<file path="src/rtl/hasti_arb_ctrl.sv">
// hasti_arb_ctrl: round-robin address-phase arbiter and stall control for the shared HASTI slave port.
// Build option: define HASTI_ARB_LOCK_EN to let the last issued master keep the bus while hmastlock is held.
module hasti_arb_ctrl #(
    parameter int NUM_M = 2
) (
    input  logic               hclk,
    input  logic               hreset,
    input  logic [NUM_M-1:0]   m_hsel,
    input  logic [2*NUM_M-1:0] m_htrans,
    input  logic [NUM_M-1:0]   m_hmastlock,
    input  logic               s_hreadyout,
    output logic [NUM_M-1:0]   m_hreadyout,
    output logic [NUM_M-1:0]   capture,
    output logic [NUM_M-1:0]   addr_sel,
    output logic               addr_from_buf,
    output logic               s_trans_vld,
    output logic [NUM_M-1:0]   dphase_sel
);
    localparam int IW = (NUM_M > 1) ? $clog2(NUM_M) : 1;

    logic [NUM_M-1:0] pending;
    logic [NUM_M-1:0] trans_act;
    logic [NUM_M-1:0] access;
    logic [NUM_M-1:0] req;
    logic [NUM_M-1:0] win_oh;
    logic [NUM_M-1:0] sel_q;
    logic [IW-1:0]    rr_ptr;
    logic [IW-1:0]    rr_win;
    logic [IW-1:0]    winner;
    logic             from_buf_q;
    logic             vld_q;
    logic             any_req;
    logic             found;

    always_comb begin
        trans_act = '0;
        for (int i = 0; i < NUM_M; i++) begin
            trans_act[i] = m_htrans[2*i+1];
        end
    end

    // A pending master is held off until its buffered transfer's data phase completes.
    assign m_hreadyout = (dphase_sel & {NUM_M{s_hreadyout}}) | (~dphase_sel & ~pending);
    assign access      = m_hsel & trans_act & m_hreadyout;
    assign req         = pending | access;
    assign any_req     = |req;

    always_comb begin
        rr_win = rr_ptr;
        found  = 1'b0;
        for (int k = 0; k < NUM_M; k++) begin
            if (!found && req[(int'(rr_ptr) + k) % NUM_M]) begin
                rr_win = IW'((int'(rr_ptr) + k) % NUM_M);
                found  = 1'b1;
            end
        end
    end

`ifdef HASTI_ARB_LOCK_EN
    logic          lock_vld;
    logic [IW-1:0] lock_idx;
    logic          locked;

    assign locked = lock_vld & m_hmastlock[lock_idx] & req[lock_idx];
    assign winner = locked ? lock_idx : rr_win;

    // Lock owner is the master issued on the last accepted address phase; an idle issue clears it.
    always_ff @(posedge hclk or posedge hreset) begin
        if (hreset) begin
            lock_vld <= 1'b0;
            lock_idx <= '0;
        end else if (s_hreadyout) begin
            lock_vld <= any_req;
            lock_idx <= winner;
        end
    end
`else
    logic unused_hmastlock;

    assign unused_hmastlock = ^m_hmastlock;
    assign winner           = rr_win;
`endif

    assign win_oh = NUM_M'(1) << winner;

    always_comb begin
        capture       = '0;
        addr_sel      = sel_q;
        addr_from_buf = from_buf_q;
        s_trans_vld   = vld_q;
        if (hreset) begin
            addr_sel      = NUM_M'(1);
            addr_from_buf = 1'b0;
            s_trans_vld   = 1'b0;
        end else if (s_hreadyout) begin
            capture       = access & ~win_oh;
            s_trans_vld   = any_req;
            addr_from_buf = any_req & pending[winner];
            if (any_req) begin
                addr_sel = win_oh;
            end
        end else begin
            // Slave stalled: nothing is issued, so every new access must be buffered.
            capture = access;
        end
    end

    always_ff @(posedge hclk or posedge hreset) begin
        if (hreset) begin
            pending    <= '0;
            rr_ptr     <= '0;
            dphase_sel <= '0;
            sel_q      <= NUM_M'(1);
            from_buf_q <= 1'b0;
            vld_q      <= 1'b0;
        end else if (s_hreadyout) begin
            sel_q      <= addr_sel;
            from_buf_q <= addr_from_buf;
            vld_q      <= s_trans_vld;
            if (any_req) begin
                pending    <= (pending | capture) & ~win_oh;
                dphase_sel <= win_oh;
                rr_ptr     <= (int'(winner) == NUM_M - 1) ? '0 : winner + IW'(1);
            end else begin
                pending    <= pending | capture;
                dphase_sel <= '0;
            end
        end else begin
            pending <= pending | capture;
        end
    end
endmodule

</file>
<file path="config.mk">
export PLATFORM = sky130hd
export DESIGN_NAME = hasti_arb_ctrl
export DESIGN_NICKNAME = d
export VERILOG_FILES = /design/src/rtl/hasti_arb_ctrl.sv
export SDC_FILE = /design/constraint.sdc
export NUM_CORES = 1
export LEC_CHECK = 0
export CAP_MARGIN = 20
export CELL_PAD_IN_SITES_DETAIL_PLACEMENT = 0
export CELL_PAD_IN_SITES_GLOBAL_PLACEMENT = 1
export CORE_UTILIZATION = 29
export DETAILED_ROUTE_END_ITERATION = 16
export GPL_TIMING_DRIVEN = 0
export PLACE_DENSITY = 0.74
export SYNTH_ARGS = -nofsm -noshare
export SYNTH_HDL_FRONTEND = slang
export SYNTH_SLANG_ARGS = --single-unit
</file>
<file path="constraint.sdc">
create_clock -name hclk -period 1.75 [get_ports hclk]
set_input_delay 0.35 -clock hclk [delete_from_list [all_inputs] [get_ports hclk]]
set_output_delay 0.35 -clock hclk [all_outputs]
set_load 0.01 [all_outputs]
</file>
==> impl_metrics.json <==
{
  "path_delay_family": "flip-flops",
  "num_vias": 570,
  "grt_max_degree": 11,
  "max_freq_ghz": 0.5257,
  "cp.required_ps": 1400,
  "ys_types": 28,
  "worst_setup_path_end_kind": "output pin",
  "synth_top_family_by_area": "compound AO/OA/AOI/OAI gates",
  "setup_tns_ps": -415.6,
  "rr_startpoint": "pending[0]",
  "wl_um": 1519,
  "grt_overflow_total": 0,
  "diodes": 0,
  "wl_per_cell_um": 12.66,
  "yosysWarningCount": 0,
  "fin_cells": 120,
  "irDropWorstVdd_mv": 0.6055,
  "die-area_sq_mm": 0.002045,
  "grt_pass1_vias": 525,
  "cp_cell_sequence": "a31o_1 > maj3_2 > o21a_1 > buf_6",
  "fillerInstances": 167,
  "clock_sinks": 9,
  "run_status": "finished, violations left",
  "p_per_area_mw_per_mm2": 1212,
  "synth.cell_area_sq_um": 541.8,
  "pre_cts_ws_ps": -1067,
  "finalCritPeriodShare_pct": 108.7,
  "die_height_um": 45.22,
  "min_period_ps": 1902,
  "io_pins": 21,
  "crit_slowest_cell": "dfrtp_2",
  "fin_area_sq_um": 882.1,
  "relSlewSlack_pct": 76.90,
  "cts_tree": "yes",
  "final_util_pct": 50.54,
  "violations": "setup timing",
  "ys_ff_latch": 9,
  "cap_violations": 0,
  "crit_buf_inv": 1,
  "drt_first_pass_iters": 4,
  "syn_nets": 73,
  "syn_area_per_cell_sq_um": 8.738,
  "synth_fa_ha_area_share_pct": 2.079,
  "cp_slowest_stage_delay_ps": 450,
  "worst_pin_slew_ps": 344.8,
  "port_buffers": 16,
  "grt_pass1_wl_um": 2477,
  "critPathMaxFanout": 6,
  "synth_compound_area_share_pct": 29.56,
  "crit_path_start_kind": "flip-flop",
  "gp_congestion": 0.7863,
  "track_usage_pct": 17.71,
  "startpoint": "pending[0]",
  "rows": 15,
  "clk_pin_slew_ps": 70,
  "clock-root-buffer": "clkbuf_4",
  "die_w_um": 45.22,
  "drive_above_1_share_pct": 41.05,
  "dpl.hpwl_um": 980.2,
  "multi_input_area_sq_um": 327.8,
  "ant_nets": 0,
  "rsz0062_at_grt": "yes",
  "htreeDepth": 1,
  "place_area_sq_um": 733.2,
  "slew_violations": 0,
  "arrival_ps": 1550,
  "route.detailed.drc": 0,
  "leakage_nw": 0.3986,
  "register_area_sq_um": 230.2,
  "area_growth_syn_to_layout_pct": 62.82,
  "synth-simple-area-share_pct": 21.48,
  "antenna_found_initial": 0,
  "start_util_pct": 31.04,
  "hold_viol": 0,
  "syn_inst": 62,
  "cts_buffers": 3,
  "holdBufCountCts": 0,
  "crit_type": "reg2out",
  "skew_ps": 5.809,
  "via_per_inst": 4.750,
  "yosysSeqAreaShare_pct": 41.80,
  "muxShareOfSynthArea_pct": 0,
  "worst_slack_ps": -152.2,
  "hp-class": "in2async",
  "coreArea_sq_mm": 0.001745,
  "placed_cells": 103,
  "total_power_mw": 1.069,
  "synth-xor-area-share_pct": 0,
  "clockBufferDepth": 2,
  "finalNetCount": 107,
  "setup_viol": 6,
  "whs_ps": 267.5,
  "first_iter_violations": 13,
  "clk_latency_ps": 280
}
## logic make-up (layout without fill, tap and decap cells)
| family | count (synthesis) | count (layout) |
|---|---|---|
| simple gates | 22 | 22 |
| compound gates | 23 | 23 |
| flops | 9 | 9 |
| buf+inv | 7 | 40 |
| fa+ha+maj | 1 | 1 |
## final timing paths
check | endpoint | slack [ps] | depth (start not counted)
setup / recovery | capture[1] | -150 | 4
hold / removal | dphase_sel[0] | 270 | 4
setup reg to reg | sel_q[1] | 260 | 7
hold reg to reg | vld_q | 480 | 1
max in group asynchronous | sel_q[0] | 1270 | 4
min in group hclk | sel_q[0] | 450 | 3
## power by group
part | switching [mW] | leakage (nW) | internal, mW
Sequential | 0.0795 | 0.109 | 0.283
Combinational | 0.245 | 0.272 | 0.292
Clock | 0.0847 | 0.0177 | 0.0848
## placed cells by master, fill, tap and decap left out, drive strengths merged, types with 2 or more instances in the layout
cell type      synthesis  routed
dlygate4sd2            0       6
clkbuf                 0       4
dfrtp                  8       8
clkdlybuf4s50          0       2
nand2b                 3       3
a22oi                  2       2
inv                    6       5
o21ai                  4       4
nand2                  6       6
a21oi                  6       6
buf                    1      21
o21a                   3       3
nor2                   6       6
and2                   2       2
## worst register-to-register path, stage by stage, from the launching register on
cell	delay (ps)
dfrtp_2	430
a21oi_4	60
buf_6	130
o221ai_4	170
buf_4	140
buf_4	90
nor2_1	40
a311o_1	310
## state kept, by name (all words and copies together), names as in the netlist
name and count:
dphase_sel 2, pending 2, sel_q 2, from_buf_q 1, rr_ptr 1, vld_q 1
## timing repair
| item | CTS | global route |
|---|---|---|
| setup endpoints to repair | 8 | 6 |
| hold endpoints to repair | 0 | 0 |
| gates resized for setup | 48 | 7 |
| buffers inserted | 9 | 4 |
| pin swaps | 8 | 3 |
## layout make-up
type | count | share of cell area (%)
Timing Repair Buffer | 29 | 25.82
Buffer | 1 | 1.277
Clock buffer | 3 | 2.553
Clock inverter | 1 | 0.5674
Sequential cell | 9 | 26.10
Inverter | 6 | 2.979
Multi-Input combinational cell | 46 | 37.16
Tap cell | 25 | 3.546
## routing by layer
metal / wire (um) / share of wire, % / global-route usage, % / vias to the layer above
li1: - / - / - / 293
met4: 17 / 1.1 / 6.667 / 0
met2: 713 / 47 / 25.80 / 20
met5: 0 / 0 / 0 / -
met3: 110 / 7.2 / 8.000 / 4
met1: 677 / 45 / 22.79 / 253
## synth_stat cells, drive strengths merged
cell     instances  area share [%]
dfrtp            8              37
a31oi            1             1.2
o21a             3             4.2
nand3            1            0.92
a31o             1             1.6
o2bb2ai          1             1.6
nand2b           3             4.8
buf              1            0.92
inv              6             4.2
o221ai           1             2.8
nor2b            1             1.2
nand4            1             1.2
nand2            6             4.2
a311o            1             1.8
a21oi            6             5.5
maj3             1             2.1
a22oi            2             2.8
dfstp            1             4.9
o21bai           1             1.4
and2             2             2.3
a211oi           1             1.4
a311oi           1             1.6
or2b             1             1.4
nor2             6             4.2
o21ai            4             3.7
nor3b            1             1.4
(Power assumes the default switching activity.)
